[src/rtl/pla_pkg.sv]
// Shared constants, clog2 helper and the max-width term record for the PLA evaluator.
package pla_pkg;

  localparam int N_IN_DEF    = 10;
  localparam int N_OUT_DEF   = 4;
  localparam int N_TERMS_DEF = 32;
  localparam int MAX_IN      = 32;
  localparam int MAX_OUT     = 16;

  function automatic int clog2(input int v);
    int r;
    r = 0;
    while ((1 << r) < v) r = r + 1;
    return r;
  endfunction

  // Stored zero-extended; bits above the instance widths are always 0.
  typedef struct packed {
    logic [MAX_IN-1:0]  care;
    logic [MAX_IN-1:0]  val;
    logic [MAX_OUT-1:0] out;
  } pla_term_t;

endpackage

[src/rtl/pla_term_match.sv]
// Single-cube compare: hit when every cared literal agrees and the slot drives something.
module pla_term_match
  import pla_pkg::*;
(
  input  pla_term_t          term,
  input  logic [MAX_IN-1:0]  data,
  output logic               hit
);

  assign hit = (((data ^ term.val) & term.care) == '0) && (term.out != '0);

endmodule

[src/rtl/pla_seq_eval.sv]
// Two-stage runtime-programmable AND-OR evaluator with valid/ready on both sides.
// Optional output phase register enabled by defining PLA_OUT_PHASE_EN.
module pla_seq_eval
  import pla_pkg::*;
#(
  parameter int N_IN    = N_IN_DEF,
  parameter int N_OUT   = N_OUT_DEF,
  parameter int N_TERMS = N_TERMS_DEF,
  localparam int AW     = clog2(N_TERMS),
  localparam int HW     = clog2(N_TERMS + 1)
) (
  input  logic             clk,
  input  logic             rst,
  input  logic             in_valid,
  output logic             in_ready,
  input  logic [N_IN-1:0]  in_data,
  output logic             out_valid,
  input  logic             out_ready,
  output logic [N_OUT-1:0] out_data,
  output logic [HW-1:0]    out_hits,
  input  logic             cfg_we,
  output logic             cfg_ready,
  input  logic [AW-1:0]    cfg_addr,
  input  logic [N_IN-1:0]  cfg_care,
  input  logic [N_IN-1:0]  cfg_val,
  input  logic [N_OUT-1:0] cfg_out
);

  localparam int STAGES = 2;
  localparam logic [HW-1:0] HIT_ONE = 1;

  pla_term_t [N_TERMS-1:0] terms;
  pla_term_t               wr_term;
  logic [STAGES:1]         vld_pipe;
  logic [N_TERMS-1:0]      match_vec, match_q;
  logic [MAX_IN-1:0]       data_ext;
  logic [N_OUT-1:0]        or_plane, res_data;
  logic [HW-1:0]           hits;
  logic                    stall2, hold1, in_fire, cfg_fire, slot_we;

  assign stall2    = vld_pipe[2] & ~out_ready;
  assign hold1     = vld_pipe[1] & stall2;
  assign in_ready  = ~hold1 & ~cfg_we;
  assign in_fire   = in_valid & in_ready;
  assign cfg_ready = ~vld_pipe[1] & ~vld_pipe[2] & ~in_valid;
  assign cfg_fire  = cfg_we & cfg_ready;
  assign out_valid = vld_pipe[2];

  always_comb begin
    data_ext = '0;
    data_ext[N_IN-1:0] = in_data;
    wr_term = '0;
    wr_term.care[N_IN-1:0] = cfg_care;
    wr_term.val[N_IN-1:0]  = cfg_val;
    wr_term.out[N_OUT-1:0] = cfg_out;
  end

  for (genvar t = 0; t < N_TERMS; t++) begin : g_term
    pla_term_match u_match (
      .term (terms[t]),
      .data (data_ext),
      .hit  (match_vec[t])
    );
  end

`ifdef PLA_OUT_PHASE_EN
  logic [N_OUT-1:0] phase;
  logic             phase_sel;

  // Last slot with a full care mask is reserved as the phase-register address.
  assign phase_sel = (int'(cfg_addr) == N_TERMS - 1) && (&cfg_care);
  assign slot_we   = cfg_fire & ~phase_sel;
  assign res_data  = or_plane ^ phase;

  always_ff @(posedge clk or posedge rst) begin
    if (rst)                        phase <= '0;
    else if (cfg_fire && phase_sel) phase <= cfg_out;
  end
`else
  assign slot_we  = cfg_fire;
  assign res_data = or_plane;
`endif

  always_ff @(posedge clk or posedge rst) begin
    if (rst)
      terms <= '0;
    else if (slot_we && (int'(cfg_addr) < N_TERMS))
      terms[cfg_addr] <= wr_term;
  end

  // Terms cannot change while the pipeline holds data, so stage 2 reads them directly.
  always_comb begin
    or_plane = '0;
    hits     = '0;
    for (int t = 0; t < N_TERMS; t++) begin
      if (match_q[t]) begin
        or_plane = or_plane | terms[t].out[N_OUT-1:0];
        hits     = hits + HIT_ONE;
      end
    end
  end

  always_ff @(posedge clk or posedge rst) begin
    if (rst) begin
      vld_pipe <= '0;
      match_q  <= '0;
      out_data <= '0;
      out_hits <= '0;
    end else begin
      if (!hold1) begin
        vld_pipe[1] <= in_fire;
        if (in_fire) match_q <= match_vec;
      end
      if (!stall2) begin
        vld_pipe[2] <= vld_pipe[1];
        if (vld_pipe[1]) begin
          out_data <= res_data;
          out_hits <= hits;
        end
      end
    end
  end

endmodule

[config.mk]
export PLATFORM = sky130hd
export DESIGN_NAME = pla_seq_eval
export DESIGN_NICKNAME = d
export VERILOG_FILES = /design/src/rtl/pla_pkg.sv /design/src/rtl/pla_term_match.sv /design/src/rtl/pla_seq_eval.sv
export SDC_FILE = /design/constraint.sdc
export NUM_CORES = 2
export LEC_CHECK = 0
export ABC_AREA = 1
export BUFFER_PORTS_ARGS = -buffer_cell sky130_fd_sc_hd__buf_4
export CAP_MARGIN = 20
export CELL_PAD_IN_SITES_DETAIL_PLACEMENT = 1
export CELL_PAD_IN_SITES_GLOBAL_PLACEMENT = 2
export CORE_ASPECT_RATIO = 0.8
export CORE_MARGIN = 8
export CORE_UTILIZATION = 35
export DETAILED_ROUTE_END_ITERATION = 7
export PLACE_DENSITY_LB_ADDON = 0.1
export SYNTH_ARGS = -nofsm -noshare
export SYNTH_HDL_FRONTEND = slang
export SYNTH_SLANG_ARGS = --single-unit
[constraint.sdc]
create_clock -name clk -period 23.2 [get_ports clk]
set_input_delay 0 -clock clk [delete_from_list [all_inputs] [get_ports clk]]
set_output_delay 0 -clock clk [all_outputs]
set_load 0.05 [all_outputs]
==> impl_results.md <==
* Yosys top cell by area: dfrtp_1
* Ratio of cells with drive above 1 in the final layout at 0.117
* Detail Route Antenna Nets at 0
* Worst-Margin Slew at 1.06 ns
* IO Count at 57
* CTS tree: done
* WP depth at 98
* Setup crit start kind: flip-flop
* Syn avg cell area at 8.25 µm²
* Die area at 0.126 mm²
* Synth warnings at 0
* Largest net degree at the start of global routing at 159
* I/O Buffers at 56
* CTS Root Cell: clkbuf_16
* R2r setup slk at 8.97 ns
* Fin util at 0.397
* FP Rows at about 110
* Reg2reg path depth at between 90 and 100
* Hold Crit Start: cfg_val[1]
* Starting Density at 0.352
* Max-slew violations at 0
* TNS Setup at 0 ns
* Maxcap violations at 0
* First-pass GRT wire length at 215000 µm
* GR Overflow Total at 0
* Setup Viol. Count Final at 0
* Final instance count without filler cells at roughly 6400
* RSZ-0062 raised after global routing: false
* 1st-iter DRT viols at slightly above 2000
* DIE HEIGHT at between 300 and 400 µm
* Post-synth EDFFs at 0
* Fin crit period at between 10 and 15 ns
* Most frequent cell after synthesis: nand2_1
* Critical path class: reg -> reg
* Seq/Total Area, Yosys at 0.506
* Core area at 0.114 mm²
* Vias at 32700
* Pwr Total at 4690 µW
* M2 GR Usage at 0.341
* Endpoint, Worst Hold: terms[17]$_DFFE_PP0P_
* Met3 Resource Use GR at 0.0268
* Hold path cells at 4
* Post-synthesis net count at about 4900
* Vias in the first global route at 33300
* Synth top area cells: dfrtp_1, nand2_1, o21ai_0
* Reg-to-Reg Start: match_q[0]$_DFFE_PP0P_
* Final layout net count at 4888
* Post-CTS Resized at 0
* Outcome: finished, final reports clean
* Number of vias per cell at a little over 5
* Leak Pwr at 0.0213 µW
* CTS H-Tree Depth at 3
* Global Route met1 Usage at 0.332
* CTS Buf Count at 91
* Slowest stage delay, CP at 0.42 ns
* Pwr/cell area at around 100 mW/mm²
* Drt wl/cell at 21.7 µm
* Worst-Skew Late Latency at 0.69 ns
* CP arrival at 14.79 ns
* Final Hold Vio Count at 0
* Final HPWL DP at 87800 µm
* CP bufs+invs at 6
* GPL Wtd Cong at 0.804
* WP data required at approximately 24 ns
* Async SR Flop Fraction at 1.00
* Initial antenna violation count at 8
* Layout Skew at 0.0257 ns
* Most frequent CP cell: nand2_1
* Slowest CP cell: dfrtp_1
* CTS max path bufs at 3
* Most common flop cell mapped by yosys: dfrtp_1
* Dpl cells at 6214
* DRT Pass-1 Iters at 5
* Area Growth Syn to Fin at 12.9%
* Clock transition at path regs at ~0.06 ns
* Worst r2r dst: out_hits[5]$_DFFE_PP0P_
* Tot GR Track Use at 0.219
* # clock sinks at 812
* Critical path peak fanout at 6
* GRT busiest layer: met2
* Hold Path Class: in -> reg
* Post-Synthesis Cells at roughly 4900
* Multi-input gate area at 0.0175 mm²
* Max VDD drop at 0.0588 mV
* Yosys cell types at slightly above 50
* Max transition margin at 0.289
* Residual DRC count at 0
* DRT Wirelength at 139000 µm
* Worst Setup End Kind: flip-flop
* Die width at 395 µm
* Flip-flop and latch count after synthesis at 812
* Synth cell count leaders: nand2_1, o21ai_0, dfrtp_1
* Fillers at 13500
* Yosys top cell area share at 0.506
* Register area at 0.0203 mm²
* Max Clk Rate at 70.3 MHz
* Cell family with most CP delay: simple AND/OR/NAND/NOR gates
* Mapped cell area at between 0.04 and 0.05 mm²
* Final worst-path cycle share at 0.613
-- cells in the final DEF, fill, tap and decap left out, drive strengths merged, types with 2 or more instances in the layout --
cell | synthesis | routed
a221oi | 20 | 20
o22ai | 30 | 30
o21bai | 2 | 2
o31ai | 4 | 4
nand3 | 311 | 311
dlygate4sd3 | 0 | 28
o211ai | 5 | 5
diode | 0 | 5
nor2 | 145 | 145
buf | 24 | 141
nand3b | 21 | 21
dfrtp | 812 | 812
clkinv | 1 | 27
nand2 | 1527 | 1527
or4 | 6 | 6
or2 | 79 | 79
a32o | 10 | 10
o221ai | 2 | 2
bufinv | 0 | 11
o21ai | 874 | 874
a31oi | 10 | 10
o41ai | 6 | 6
xnor2 | 4 | 4
nor3 | 24 | 24
a2111oi | 16 | 16
nand4 | 63 | 63
a211oi | 6 | 6
xor2 | 148 | 148
a21oi | 93 | 93
ha | 33 | 33
inv | 276 | 271
clkbuf | 294 | 132
nor4 | 15 | 15
-- what timing repair did --
| item | CTS | global route |
|---|---|---|
| setup buffers | 0 | 0 |
| hold buffers | 28 | 0 |
| endpoints found under the setup margin | 0 | 0 |
| hold endpoints to repair | 291 | 0 |
-- worst max path at each step --
stage | startpoint | endpoint
floorplan | rst | match_q[0]$_DFFE_PP0P_
finish | match_q[0]$_DFFE_PP0P_ | out_hits[5]$_DFFE_PP0P_
detailed placement | match_q[0]$_DFFE_PP0P_ | out_hits[4]$_DFFE_PP0P_
CTS | match_q[0]$_DFFE_PP0P_ | out_hits[5]$_DFFE_PP0P_
global placement | match_q[0]$_DFFE_PP0P_ | out_hits[4]$_DFFE_PP0P_
global route | match_q[0]$_DFFE_PP0P_ | out_hits[5]$_DFFE_PP0P_
-- flip-flops by register name, summed over array words and instances, names as in the netlist --
name,flops
vld_pipe,2
terms,768
out_hits,6
out_data,4
match_q,32
-- metal layers --
layer	wire length [µm]	vias to the layer above
li1	-	15900
met1	71800	16300
met2	60900	428
met3	4500	141
met4	2100	0
met5	0	-
-- cells by family (layout without fill, tap and decap cells) --
group / count (synthesis) / count (layout) / synth area share
adder cells (fa/ha/maj): 33 / 33 / 0.0103
buffers and inverters: 595 / 610 / 0.0593
AO/OA/AOI/OAI: 1084 / 1084 / 0.143
other: 0 / 5 / 0
AND/OR/NAND/NOR: 2191 / 2191 / 0.248
XOR/XNOR: 152 / 152 / 0.0331
flip-flops: 812 / 812 / 0.506
-- where the power goes --
part / internal (µW) / switching (µW)
combinational: 474 / 979
sequential: 1550 / 132
clock: 934 / 621
total: 2960 / 1730
-- tightest hold or removal path: stages --
cell and delay, ns:
buf_4 0.08, inv_2 0.02, buf_4 0.33, a21oi_1 0.22
-- stage by stage --
step	setup WS, ns	instance area [µm²]	hold WS [ns]
final	8.97	45300	0.0390
after floorplan	0.394	40200	0.121
after global routing	7.45	45300	0.0225
after global placement	9.31	41800	0.200
after CTS	8.88	45300	0.000208
after detailed placement	8.96	41800	0.189
-- final cells by class --
type	instances	area share
Antenna cell	5	0.000276
Clock buffer	132	0.0599
Clock inverter	32	0.0104
Inverter	277	0.0231
Multi-Input combinational cell	3460	0.386
Sequential cell	812	0.448
Tap cell	1525	0.0421
Timing Repair Buffer	169	0.0307
(Power assumes the default switching activity.)
